===== src/rtl/npu_pkg.sv =====
// -----------------------------------------------------------------------------
// npu_pkg
// Shared saturation helpers for the NPU datapath.
//   sat_max(w)            : largest signed value representable in w bits
//   sat_min(w)            : smallest signed value representable in w bits
//   sat_clip(v, w, sat_en): {ovf, result}; result is clipped to [min,max] when
//                           sat_en=1 and v is out of range, otherwise v itself
//                           (caller keeps the low w bits for wrap behaviour)
// All values are carried at MAXW bits so one function serves any data width.
// -----------------------------------------------------------------------------
package npu_pkg;

    localparam int MAXW = 64;

    function automatic logic signed [MAXW-1:0] sat_max(input int w);
        logic signed [MAXW-1:0] one;
        one = 1;
        return (one <<< (w - 1)) - one;
    endfunction

    function automatic logic signed [MAXW-1:0] sat_min(input int w);
        return ~sat_max(w);
    endfunction

    function automatic logic [MAXW:0] sat_clip(input logic signed [MAXW-1:0] v,
                                               input int w,
                                               input logic sat_en);
        logic                   ovf;
        logic signed [MAXW-1:0] r;
        ovf = (v > sat_max(w)) || (v < sat_min(w));
        r   = v;
        if (ovf && sat_en)
            r = (v < 0) ? sat_min(w) : sat_max(w);
        return {ovf, r};
    endfunction

endpackage


===== src/rtl/sat_add_w.sv =====
// -----------------------------------------------------------------------------
// sat_add_w
// Combinational saturating adder: res = clip(sext(a) + b) to WIDTH bits.
//   i_a      [WIDTH-1:0]  signed accumulator operand
//   i_b      [SUM_W-1:0]  signed lane-sum operand (wider than WIDTH)
//   i_sat_en              1 = clamp to MIN/MAX on overflow, 0 = wrap
//   o_res    [WIDTH-1:0]  result
//   o_ovf                 exact sum falls outside the WIDTH-bit range
// -----------------------------------------------------------------------------
module sat_add_w
    import npu_pkg::*;
#(
    parameter int WIDTH = 16,
    parameter int SUM_W = 19
) (
    input  logic [WIDTH-1:0] i_a,
    input  logic [SUM_W-1:0] i_b,
    input  logic             i_sat_en,
    output logic [WIDTH-1:0] o_res,
    output logic             o_ovf
);

    // Range limits held at the full sum width so the compare is exact.
    localparam logic signed [SUM_W:0] MAX_T = (SUM_W+1)'(sat_max(WIDTH));
    localparam logic signed [SUM_W:0] MIN_T = (SUM_W+1)'(sat_min(WIDTH));

    logic signed [SUM_W:0] w_t;
    logic                  w_ovf;

    // One extra bit over SUM_W: the sum itself can never overflow.
    assign w_t = $signed({{(SUM_W+1-WIDTH){i_a[WIDTH-1]}}, i_a})
               + $signed({i_b[SUM_W-1], i_b});

    assign w_ovf = (w_t > MAX_T) || (w_t < MIN_T);
    assign o_ovf = w_ovf;
    assign o_res = (w_ovf && i_sat_en) ? (w_t[SUM_W] ? MIN_T[WIDTH-1:0] : MAX_T[WIDTH-1:0])
                                       : w_t[WIDTH-1:0];

endmodule


===== src/rtl/sat_accum_n.sv =====
// -----------------------------------------------------------------------------
// sat_accum_n
// Saturating reduce-and-accumulate: each accepted beat's LANES signed lanes are
// summed and added into a running accumulator with per-beat saturation. One
// result per vector (marked by in_last) with a sticky overflow flag.
//   i_clk, i_rst_n           clock, synchronous active-low reset
//   i_sat_en                 per-beat saturate (1) / wrap (0)
//   i_clear                  synchronous flush of partial vector and output
//   i_in_valid/o_in_ready    input handshake; i_in_data flat lanes, i_in_last
//   o_out_valid/i_out_ready  output handshake; o_out_data result, o_out_sat
// Two stages: lane reduction register, then accumulate/saturate. The whole
// pipe advances only when the output slot is free or being drained.
// -----------------------------------------------------------------------------
module sat_accum_n
    import npu_pkg::*;
#(
    parameter int WIDTH = 16,
    parameter int LANES = 4
) (
    input  logic                   i_clk,
    input  logic                   i_rst_n,
    input  logic                   i_sat_en,
    input  logic                   i_clear,
    input  logic                   i_in_valid,
    output logic                   o_in_ready,
    input  logic [LANES*WIDTH-1:0] i_in_data,
    input  logic                   i_in_last,
    output logic                   o_out_valid,
    input  logic                   i_out_ready,
    output logic [WIDTH-1:0]       o_out_data,
    output logic                   o_out_sat
);

    localparam int SUM_W = WIDTH + $clog2(LANES) + 1;

    logic                    r_s1_valid, r_s1_last, r_s1_sat_en;
    logic [SUM_W-1:0]        r_s1_sum;
    logic [WIDTH-1:0]        r_acc;
    logic                    r_sticky;
    logic                    r_out_valid, r_out_sat;
    logic [WIDTH-1:0]        r_out_data;

    logic                    w_adv, w_accept, w_emit;
    logic [WIDTH-1:0]        w_res;
    logic                    w_ovf, w_sticky_n;
    logic signed [SUM_W-1:0] w_part [LANES+1];

    // Lane reduction as a running chain; SUM_W has headroom so it is exact.
    assign w_part[0] = '0;
    for (genvar gi = 0; gi < LANES; gi++) begin : g_lane
        assign w_part[gi+1] = w_part[gi] + SUM_W'($signed(i_in_data[gi*WIDTH +: WIDTH]));
    end

    assign w_adv      = !r_out_valid || i_out_ready;
    assign w_accept   = i_in_valid && w_adv;
    assign w_emit     = w_adv && r_s1_valid && r_s1_last;
    assign w_sticky_n = r_sticky | w_ovf;

    sat_add_w #(.WIDTH(WIDTH), .SUM_W(SUM_W)) u_add (
        .i_a      (r_acc),
        .i_b      (r_s1_sum),
        .i_sat_en (r_s1_sat_en),
        .o_res    (w_res),
        .o_ovf    (w_ovf)
    );

    always_ff @(posedge i_clk) begin
        if (!i_rst_n || i_clear) begin
            r_s1_valid  <= 1'b0;
            r_s1_last   <= 1'b0;
            r_s1_sat_en <= 1'b0;
            r_s1_sum    <= '0;
            r_acc       <= '0;
            r_sticky    <= 1'b0;
            r_out_valid <= 1'b0;
            r_out_data  <= '0;
            r_out_sat   <= 1'b0;
        end else begin
            if (w_adv) begin
                r_s1_valid <= w_accept;
                if (w_accept) begin
                    r_s1_sum    <= w_part[LANES];
                    r_s1_last   <= i_in_last;
                    r_s1_sat_en <= i_sat_en;
                end
                if (r_s1_valid) begin
                    if (r_s1_last) begin
                        // Vector done: publish and restart so the next
                        // vector can follow without a bubble.
                        r_out_data <= w_res;
                        r_out_sat  <= w_sticky_n;
                        r_acc      <= '0;
                        r_sticky   <= 1'b0;
                    end else begin
                        r_acc    <= w_res;
                        r_sticky <= w_sticky_n;
                    end
                end
            end
            // A fresh result wins over a same-cycle consume.
            if (w_emit)
                r_out_valid <= 1'b1;
            else if (r_out_valid && i_out_ready)
                r_out_valid <= 1'b0;
        end
    end

    assign o_in_ready  = w_adv;
    assign o_out_valid = r_out_valid;
    assign o_out_data  = r_out_data;
    assign o_out_sat   = r_out_sat;

endmodule


===== config.mk =====
export PLATFORM = sky130hd
export DESIGN_NAME = sat_accum_n
export DESIGN_NICKNAME = d
export VERILOG_FILES = /design/src/rtl/npu_pkg.sv /design/src/rtl/sat_add_w.sv /design/src/rtl/sat_accum_n.sv
export SDC_FILE = /design/constraint.sdc
export NUM_CORES = 1
export LEC_CHECK = 0
export CORE_MARGIN = 2
export CORE_UTILIZATION = 40
export CTS_BUF_LIST = sky130_fd_sc_hd__clkbuf_8
export DETAILED_ROUTE_END_ITERATION = 7
export MAX_ROUTING_LAYER = met4
export PLACE_DENSITY = 0.67
export REMOVE_ABC_BUFFERS = 1
export SLEW_MARGIN = 25
export SYNTH_ARGS = -nofsm -noshare
export SYNTH_HDL_FRONTEND = slang
export SYNTH_SLANG_ARGS = --single-unit

===== constraint.sdc =====
create_clock -name i_clk -period 3.9 [get_ports i_clk]
set_input_delay 0.78 -clock i_clk [delete_from_list [all_inputs] [get_ports i_clk]]
set_output_delay 0.78 -clock i_clk [all_outputs]
set_load 0.05 [all_outputs]

* Word-level counts from Yosys, hierarchy flattened
Index checks and enable logic that the tools add are counted. W data, S select, Z words.
Word-level totals: bits in registers 57, bits of input ports 71, output and inout port bits 19, word-level logic and storage cells 36
Cells by class: add/sub/neg operators 4, order comparisons 2, muxes and demuxes 6, bitwise operators 1, reductions and logical operators 14
Operators with widths (count):
- $mux W16 | 3
- $add A16 B19 Y20 | 1
- $gt A20 B16 Y1 const B | 1
- $lt A20 B16 Y1 const B | 1
- $add A18 B16 Y19 | 1
- $add A17 B16 Y18 | 1
- $add A16 B16 Y17 | 1
- $logic_and A1 B1 Y1 | 5
- $reduce_and A2 Y1 | 2
- $logic_or A1 B1 Y1 | 3
- $mux W1 | 3
- $reduce_and A3 Y1 | 1
- $logic_not A1 Y1 | 2
- $reduce_bool A2 Y1 | 1
- $or A1 B1 Y1 | 1

* Logic depth before layout (Yosys ltp)
depth after elaboration 6, depth in mapped cells 14, gate-level depth less buffers 14

* By module
A second synthesis with hierarchy kept.
Second synthesis, totals: cell total of the unflattened synthesis 624, area, all modules 4976.0 um^2
By module, submodules not included:
- sat_accum_n | instances 1, cells an instance 473, area each 3846.2 um^2, seq. area each 1141.1 um^2
- sat_add_w | instances 1, cells an instance 151, area each 1129.8 um^2, seq. area each 0.0 um^2

* Worst setup path before layout
OpenSTA, ideal clock, no wires.
path kind in2reg, start input i_in_data[1], end register r_s1_sum[17], setup time 0.062 ns, arrival time 4.175 ns, data required time 3.838 ns, setup slack -0.337 ns, cell stages on the path 14, buffers on the path 0, cell sequence fa_1 fa_1 ha_1 inv_1 fa_1 nor2b_1 o31ai_1 a21oi_1 a211oi_1 or3_1 o21ai_0 a31oi_1 or4_1 nand3_1
Between the ends: longest elaborated chain between the ends 3
Ends and longest elaborated chain:
- start: declaration | line sat_accum_n.sv:26 | input logic [LANES*WIDTH-1:0] i_in_data,
- $add A16 B16 Y17 | line sat_accum_n.sv:51 | assign w_part[gi+1] = w_part[gi] + SUM_W'($signed(i_in_data[gi*WIDTH +: WIDTH]));
- $add A17 B16 Y18 | line sat_accum_n.sv:51
- $add A18 B16 Y19 | line sat_accum_n.sv:51
- end signal: assignment | line sat_accum_n.sv:82 | r_s1_sum <= w_part[LANES];
- end: declaration | line sat_accum_n.sv:37 | logic [SUM_W-1:0] r_s1_sum;
Every way passes these cells. A chain may end at the register's enable or synchronous reset.

* Final worst setup path
start input i_in_data[33], end register r_s1_sum[17]
Between the ends: longest elaborated chain between the ends 2
Ends and longest elaborated chain (line):
- $add A17 B16 Y18 | sat_accum_n.sv:51
- $add A18 B16 Y19 | sat_accum_n.sv:51
Every way passes these cells.

==> out/results.ini <==
[route]
first_pass_iters = 4
routed_wl_mm = 9.527
drc = 0
first_iter_violations = 198
avgViaCountPerCell = 5.243
ant_nets = 0
wl_per_cell_um = 13.36
num_vias = 3738

[global_routing]
grt_pass1_wl_mm = 16.50
use_met1_pct = 22.48
grt_busiest_layer = met2
overflow = 0
grt_use_met2_pct = 28.93
grt_max_degree = 27
grt_pass1_vias = 3729
use_met3_pct = 3.255
antenna_found_initial = 0
grt_use_total_pct = 17.94

[clock_tree]
cts_tree = done
cts_buffer_depth = 2
cts.sinks = 57
htree_levels = 3
cts_buffers = 9
clk_pin_slew_worst_paths_ns = 0.07
cts_root_buffer = clkbuf_8
clk_latency_ns = 0.35

[cells_and_area]
n_antenna_cell = 0
final_cells = 713
design_area_um2 = 5943
fillers = 1002
final_net_count = 710
area_growth_pct = 36.93
layout-drive-gt1-share_pct = 18.85

[yosys]
yosys-top-cells-area = dfxtp_1 (26%), fa_1 (16%), ha_1 (11%)
seq_area_frac_synth_pct = 26.29
synthArstFlopShare_pct = 0
syn-cell-area_um2 = 4340
syn_inst = 449
synth.distinct_cells = 55
ys_ff_latch = 57
avgSynthCellArea_um2 = 9.667
synth_edf_count = 0
yosysTopAreaCell = dfxtp_1
synth_ff_type = dfxtp_1
yosys_warnings = 0
synth_top_area_share_pct = 26.29

[setup_path]
critPathLaunchType = input port
path_class = input port to register
worst_ep_required_time_ns = 4.19
endpoint_kind = register
crit_fanout = 2
arrival_ns = 4.17

[place]
placedInstanceArea_um2 = 5557
placedCellCount = 691
hpwlAfterDp_mm = 7.418
port_buffers = 89
gp_congestion = 0.8690

[sta]
fin_crit_sh_pct = 99.58
rsz0062_at_grt = yes
worstMarginPinSlew_ns = 0.9928
fmaxAchievable_ghz = 0.2575
period_minus_slack_ns = 3.884
slew_headroom_pct = 33.57
finalMaxSlewViolations = 0
finClkSkew_ns = 0.008145
timing.final.hold_violations = 0
finalSetupViolCount = 0

[pwr]
ir_drop_uv = 177.7
power_leakage_nw = 2.532
powerDensity_nw_per_um2 = 402.5

[die]
initial_core_util_pct = 40.57
rows = 38
ios = 90
die-area_um2 = 11700
dieWidth_um = 108.2
core_um2 = 10700
die_h_um = 108.2

[run]
cap_violations = 0

[run_status]
status = complete, no violations

[hold_path]
min_path_type = register to register

## layout make-up
class / instances / area (um^2) / area share (%)
Timing Repair Buffer: 126 / 1160 / 19.52
Clock buffer: 11 / 151.4 / 2.547
Tap cell: 140 / 175.2 / 2.947
Sequential cell: 57 / 1141 / 19.20
Multi-Input combinational cell: 368 / 3216 / 54.11
Inverter: 6 / 22.52 / 0.3789
Clock inverter: 5 / 77.57 / 1.305
## worst max-delay path: stages
cell and delay [ns]:
buf_6 0.09, fa_1 0.49, fa_1 0.52, ha_2 0.18, inv_2 0.04, fa_2 0.35
nor2b_4 0.16, o31ai_4 0.08, a21oi_2 0.18, a211oi_2 0.09, or3_4 0.41, o21ai_4 0.19
a31oi_4 0.11, or4_1 0.41, nand3_1 0.09
## cell usage after synthesis, drive strengths merged, types with 3 or more instances
library cell and count:
dfxtp 57, nand2 50, a21oi 45, ha 37
fa 34, a221o 30, nor2 22, o21ai 16
nand3 15, xnor2 15, clkbuf 13, xor2 12
a21o 10, a31oi 9, nand2b 9, a211oi 8
nor3 8, o211ai 8, inv 6, buf 5
nor2b 5, and3 3, o21a 3, o21bai 3
or3 3
## path summary, 6_finish.rpt
path | cells after the start | from | slack [ns] | to
hold reg to reg | 2 | r_s1_sum[8] | 0.46 | r_s1_sum[8]
hold / removal | 2 | r_s1_sum[8] | 0.46 | r_s1_sum[8]
setup / recovery | 15 | i_in_data[33] | 0.02 | r_s1_sum[17]
setup reg to reg | 11 | r_s1_sum[0] | 0.49 | r_acc[0]
## layout by cell type, fill, tap and decap left out, types with 10 or more instances in the layout
cell,count
clkdlybuf4s50_1,71
xnor2_1,15
clkbuf_8,11
nand3_1,15
xor2_1,12
nor2_1,22
buf_4,36
ha_1,33
a21oi_1,39
o21ai_0,11
a221o_2,10
nand2_1,50
dfxtp_1,57
fa_1,32
a221o_1,20
## kinds of logic after synthesis
group / share of synthesized area, %
simple gates: 13.87
flops: 26.29
compound gates: 25.31
fa+ha+maj: 26.35
buf+inv: 2.508
xor+xnor: 5.448
mux: 0.2306
## routing by layer
layer  routed length [um]  vias up
met5                    0        -
met4                  167        0
met3                  431       14
met2                 4456       87
met1                 4472     1741
li1                     -     1896
## sequential cells by signal (all words and copies together), names as in the netlist
| register | cells |
|---|---|
| r_s1_sat_en | 1 |
| o_out_sat | 1 |
| r_s1_valid | 1 |
| r_s1_sum | 19 |
| o_out_data | 16 |
| r_acc | 16 |
| r_sticky | 1 |
| r_s1_last | 1 |
| o_out_valid | 1 |
## power breakdown
| group | leakage, nW | switching (mW) | internal, mW |
|---|---|---|---|
| clock network | 0.115 | 0.235 | 0.392 |
| logic | 1.96 | 0.537 | 0.596 |
| registers | 0.461 | 0.0211 | 0.611 |
## stage by stage
step / worst slack (ns) / hold WS, ns / power [mW] / TNS (ns) / utilization, %
2_1_floorplan: -0.3378 / 0.4362 / 1.280 / -0.4524 / -
3_3_place_gp: -0.8586 / 0.4512 / 1.610 / -3.036 / 51.91
3_5_place_dp: -0.9425 / 0.4536 / 1.627 / -3.733 / 51.94
4_1_cts: -0.01154 / 0.4627 / 2.321 / -0.01154 / 54.58
5_1_grt: -0.07379 / 0.4828 / 2.570 / -0.08492 / 55.56
6_report: 0.01622 / 0.4586 / 2.392 / 0 / 55.56
## what timing repair did
action / CTS / global route
hold buffers: 0 / 0
gates resized for setup: 43 / 23
endpoints found under the setup margin: 4 / 4
hold endpoints to repair: 0 / 0
setup buffers: 4 / 3
pin swaps: 25 / 26
(Power assumes the default switching activity.)
